## src/rtl/gpu_apb_cmd_queue.sv

```systemverilog
// APB3 slave that buffers GPU command words in a first-word-fall-through FIFO.
// A full FIFO stalls the APB write for up to MAX_WAIT cycles before dropping it and flagging an error.
module gpu_apb_cmd_queue #(
    parameter int          DEPTH       = 8,
    parameter int          OPCODE_W    = 4,
    parameter int          MAX_WAIT    = 16,
    parameter logic [31:0] CMD_ADDR    = 32'h0,
    parameter logic [31:0] STATUS_ADDR = 32'h4
) (
    input  logic                     clk,
    input  logic                     n_rst,
    input  logic [31:0]              pAddr_i,
    input  logic [31:0]              pDataWrite_i,
    input  logic                     pSel_i,
    input  logic                     pEnable_i,
    input  logic                     pWrite_i,
    output logic                     pReady_o,
    output logic                     pSlvErr_o,
    output logic [31:0]              pDataRead_o,
    output logic                     command_o,
    input  logic                     cmd_ready_i,
    output logic [OPCODE_W-1:0]      opcode_o,
    output logic [31-OPCODE_W:0]     parameters_o,
    output logic [$clog2(DEPTH):0]   fifo_count_o
);

    localparam int PTR_W   = $clog2(DEPTH);
    localparam int CNT_W   = PTR_W + 1;
    localparam int WAIT_W  = $clog2(MAX_WAIT + 1);
    localparam int PARAM_W = 32 - OPCODE_W;

    localparam logic [CNT_W-1:0]  DEPTH_C    = CNT_W'(DEPTH);
    localparam logic [WAIT_W-1:0] MAX_WAIT_C = WAIT_W'(MAX_WAIT);

    localparam logic [0:0] IDLE   = 1'b0;
    localparam logic [0:0] ACCESS = 1'b1;

    logic [0:0]        state_reg, state_next;
    logic [PTR_W-1:0]  wr_ptr_reg, rd_ptr_reg;
    logic [CNT_W-1:0]  count_reg;
    logic [WAIT_W-1:0] wait_cnt_reg;
    logic              drop_err_reg;
    logic [31:0]       mem [DEPTH];

    logic        full, empty, transfer, cmd_hit, stat_hit, cmd_wr, stall;
    logic        push, pop, drop, clr;
    logic [7:0]  count8;
    logic [31:0] status_word, head;

    assign full     = (count_reg == DEPTH_C);
    assign empty    = (count_reg == '0);
    assign cmd_hit  = (pAddr_i == CMD_ADDR);
    assign stat_hit = (pAddr_i == STATUS_ADDR);
    assign transfer = (state_reg == ACCESS) && pSel_i && pEnable_i;
    assign cmd_wr   = transfer && pWrite_i && cmd_hit;

    // Fullness comes from the registered count, so a same-cycle pop frees the slot only next cycle.
    assign stall    = cmd_wr && full && (wait_cnt_reg != MAX_WAIT_C);

    assign pReady_o  = transfer && !stall;
    assign pSlvErr_o = pReady_o && !((cmd_wr && !full) || stat_hit);

    assign push = cmd_wr && !full;
    assign pop  = !empty && cmd_ready_i;
    assign drop = pReady_o && cmd_wr && full;
    assign clr  = pReady_o && pWrite_i && stat_hit && pDataWrite_i[2];

    always_comb begin
        count8 = '0;
        count8[CNT_W-1:0] = count_reg;
    end

    assign status_word = {16'b0, count8, 5'b0, drop_err_reg, full, empty};
    assign pDataRead_o = (pReady_o && !pWrite_i && stat_hit) ? status_word : 32'h0;

    assign head         = mem[rd_ptr_reg];
    assign command_o    = !empty;
    assign opcode_o     = empty ? '0 : head[31:PARAM_W];
    assign parameters_o = empty ? '0 : head[PARAM_W-1:0];
    assign fifo_count_o = count_reg;

    always_comb begin
        state_next = state_reg;
        case (state_reg)
            IDLE:    if (pSel_i && !pEnable_i) state_next = ACCESS;
            ACCESS:  if (!pSel_i || pReady_o)  state_next = IDLE;
            default: state_next = IDLE;
        endcase
    end

    always_ff @(posedge clk or negedge n_rst) begin
        if (!n_rst) begin
            state_reg    <= IDLE;
            wr_ptr_reg   <= '0;
            rd_ptr_reg   <= '0;
            count_reg    <= '0;
            wait_cnt_reg <= '0;
            drop_err_reg <= 1'b0;
        end else begin
            state_reg <= state_next;

            if (pReady_o || !pSel_i)
                wait_cnt_reg <= '0;
            else if (stall)
                wait_cnt_reg <= wait_cnt_reg + 1'b1;

            if (push) wr_ptr_reg <= wr_ptr_reg + 1'b1;
            if (pop)  rd_ptr_reg <= rd_ptr_reg + 1'b1;

            case ({push, pop})
                2'b10:   count_reg <= count_reg + 1'b1;
                2'b01:   count_reg <= count_reg - 1'b1;
                default: count_reg <= count_reg;
            endcase

            if (drop)
                drop_err_reg <= 1'b1;
            else if (clr)
                drop_err_reg <= 1'b0;
        end
    end

    // Storage needs no reset: occupancy alone decides what is valid.
    always_ff @(posedge clk) begin
        if (push) mem[wr_ptr_reg] <= pDataWrite_i;
    end

endmodule

```

## config.mk

```make
export PLATFORM = sky130hd
export DESIGN_NAME = gpu_apb_cmd_queue
export DESIGN_NICKNAME = d
export VERILOG_FILES = /design/src/rtl/gpu_apb_cmd_queue.sv
export SDC_FILE = /design/constraint.sdc
export NUM_CORES = 1
export LEC_CHECK = 0
export ABC_AREA = 1
export BUFFER_PORTS_ARGS = -buffer_cell sky130_fd_sc_hd__buf_2
export CORE_ASPECT_RATIO = 1.75
export CORE_UTILIZATION = 58
export DETAILED_ROUTE_END_ITERATION = 8
export GPL_ROUTABILITY_DRIVEN = 0
export PLACE_DENSITY = 0.91
export SETUP_SLACK_MARGIN = 0.1
export SLEW_MARGIN = 20
export SYNTH_ARGS = -nofsm -noshare
export SYNTH_HDL_FRONTEND = slang
export SYNTH_SLANG_ARGS = --single-unit
```

## constraint.sdc

```tcl
create_clock -name clk -period 4.25 [get_ports clk]
set_input_delay 0.2125 -clock clk [delete_from_list [all_inputs] [get_ports clk]]
set_output_delay 0.2125 -clock clk [all_outputs]
set_load 0.005 [all_outputs]
```

==> flow_summary.ini <==
[global_routing]
met3_usage = 0.0307
use_met2 = 0.431
grt_usage = 0.249
use_met1 = 0.308
grt_start_max_net_pins = 78
grt-ovfl-total = 0
grt_pass1_wl_um = 38400
antenna_found_initial = 0
grt_pass1_vias = 7702
grt.busiest_layer = met2

[placement]
placed_cell_area_sq_um = 12200
hpwl_um = 13800
post-place-cells = 1273
portBuffers = 115

[layout]
layout-drive-gt1-share = 0.178
final_util = 0.686
largest_reg_flops = 256
final_area_sq_um = 13200
final_cells = 1342
ff_latch_area_sq_um = 8120
nFillCells = 1181
n_antenna_cell = 0
mostFrequentLayoutCell = edfxtp_1
multi_input_area_sq_um = 2840
layout_common_cells = 256 x edfxtp_1, 230 x nor2_1, 166 x o21ai_0
nets = 1163
syn_to_final_growth_pct = 15.8

[route]
drcViolationCount = 0
ant_nets = 0
post_drt_wl_per_cell_um = 18.6
first_pass_iters = 5
via_per_inst = 5.99
wirelength_um = 25000
drtIter0Drc = 888
num_vias = 8042

[floorplan]
boundaryPins = 141
core_sq_um = 19200
fp.dieW_um = 108
rows = 67
start_util = 0.592
die_y_um = 187
die_area_sq_um = 20200

[sta]
post-route-period-util = 0.783
skew_ns = 0.0126
slew_viol_final = 0
rsz0062_at_grt = false
tightest_slew_ns = 0.965
fmax_mhz = 301
tns_ns = 0
final.min_clock_period_ns = 3.33
finalHoldViolCount = 0
relSlewSlack = 0.357
setup_viol = 0

[clock_tree]
cts.htree.levels = 1
cts.sinks = 273
postCtsSetupBuffers = 0
numCtsBuffers = 22
clk_path_buf_depth = 3
cts_tree = yes
cts_resized = 0
clk_pin_slew_ns = 0.07
clk_latency_ns = 0.51
cts_root_buf = clkbuf_16

[critical_path]
cp_common_cell = o21ai_0
worstRegToRegCells = 11
crit_type = reg2out
critPathArrivalTime_ns = 3.11
reg2reg_from = fifo_count_o[0]
required_ns = 4.04
crit_chain = buf_4 -> o21ai_0 -> o22ai_1 -> o21ai_0 -> a31oi_1 -> buf_2
critPathSlowestCell = dfrtp_4
slowest_delay_ns = 0.94
crit_path_end_kind = output port
worst-path-max-fanout = 77
start_kind = flop
reg2reg_setup_slack_ns = 1.92
r2r-end = fifo_count_o[2]

[power]
p_int_mw = 4.93
finalPower_mw = 7.49
p_sw_frac = 0.342
p_switching_mw = 2.56
power_frac_comb = 0.319
ir_drop_uv = 381
p_leak_nw = 4.78
clock_power_share = 0.265
pwr-share-seq = 0.416
powerDensity_nw_per_um2 = 569

[synthesis]
yosys_warnings = 0
syn-mean-instance-area_sq_um = 12.0
synth_area_leaders = edfxtp_1 68%, nor2_1 7.6%, o21ai_0 7.3%
yosysSeqAreaShare = 0.713
yosysUniqueCellTypes = 30
yosysTopAreaCell = edfxtp_1
synthDominantCellAreaShare = 0.676
synthFlopType = edfxtp_1
async_reset_ff_frac = 0.0623
ys_ff_latch = 273
syn_inst = 948
synth_edf_count = 256
syn_area_sq_um = 11400

[worst_hold_path]
hp-class = in2reg
holdPathEnd = mem[6][9]
hold_depth = 1
worstHoldStart = pDataWrite_i[9]

[status]
outcome = complete, no violations

[job]
max-cap-violations = 0
-- metrics by stage --
stage	hold WS, ns	setup slack [ns]
floorplan	-0.0831	0.494
global placement	0.155	1.68
finish	0.00157	0.924
detailed placement	0.160	1.65
CTS	0.000541	1.09
global route	0.0109	0.858
-- power groups by stage --
stage                     sequential, mW  combinational [mW]  clock (mW)
final                               3.11                2.39        1.98
after global placement              3.16                2.20           0
after CTS                           3.11                2.35        1.98
after floorplan                     3.06                1.58           0
after detailed placement            3.17                2.28           0
after global routing                3.12                2.60        2.07
-- critical path, delay by kind of cell (launching register included) --
kind,cells,cell delay (ns)
AO/OA/AOI/OAI,4,0.82
buffers and inverters,2,0.77
flip-flops,1,0.94
-- cells by family (layout without fill, tap and decap cells) --
logic type	Yosys count	in the layout	share of synthesized area
buffers and inverters	119	248	0.0485
DFF	273	273	0.713
adders and majority gates	7	7	0.00770
xor gates and xnor gates	11	11	0.00847
and+or+nand+nor	303	303	0.111
AOI/OAI and AO/OA	234	234	0.110
other	1	25	0.000330
-- area by class of cell --
class,count,share of cell area
flip-flops and latches,273,0.616
multi-input cells,580,0.215
repair buffers,167,0.0791
clock buffers,30,0.0480
well taps,241,0.0229
inverters,42,0.0125
clock inverters,9,0.00561
-- worst max-delay path by stage --
stage                  start                to  slack, ns  cells after the start
2_1_floorplan    pAddr_i[15]         mem[3][0]       0.49                      9
3_3_place_gp   rd_ptr_reg[0]  parameters_o[24]       1.68                      6
3_5_place_dp   rd_ptr_reg[0]  parameters_o[24]       1.65                      6
4_1_cts        rd_ptr_reg[0]   parameters_o[0]       1.09                      7
5_1_grt        rd_ptr_reg[0]  parameters_o[22]       0.86                      6
6_report       rd_ptr_reg[0]  parameters_o[22]       0.92                      6
-- metal layers --
metal | up-vias | part of all wire
met3 | 83 | 0.098
met1 | 3769 | 0.35
met4 | 0 | 0.033
li1 | 3600 | -
met2 | 590 | 0.52
met5 | - | 0
-- cells in the mapped netlist (3+ instances only) --
library cell,n
inv_1,39
buf_2,5
nor2_2,4
buf_1,7
ha_1,7
xor2_1,8
buf_4,25
o22ai_1,32
a21oi_1,3
nand3_1,9
nand2_1,32
nand4_1,9
dfrtp_1,17
xnor2_1,3
clkbuf_1,40
nand2_4,4
edfxtp_1,256
a31oi_1,32
nor2_1,230
o21ai_0,166
nor3_1,11
-- what timing repair did --
action | CTS | global route
endpoints found under the setup margin | 0 | 0
hold endpoints to repair | 242 | 0
hold buffers | 30 | 0
No activity file was read; power rests on OpenSTA's default activity.
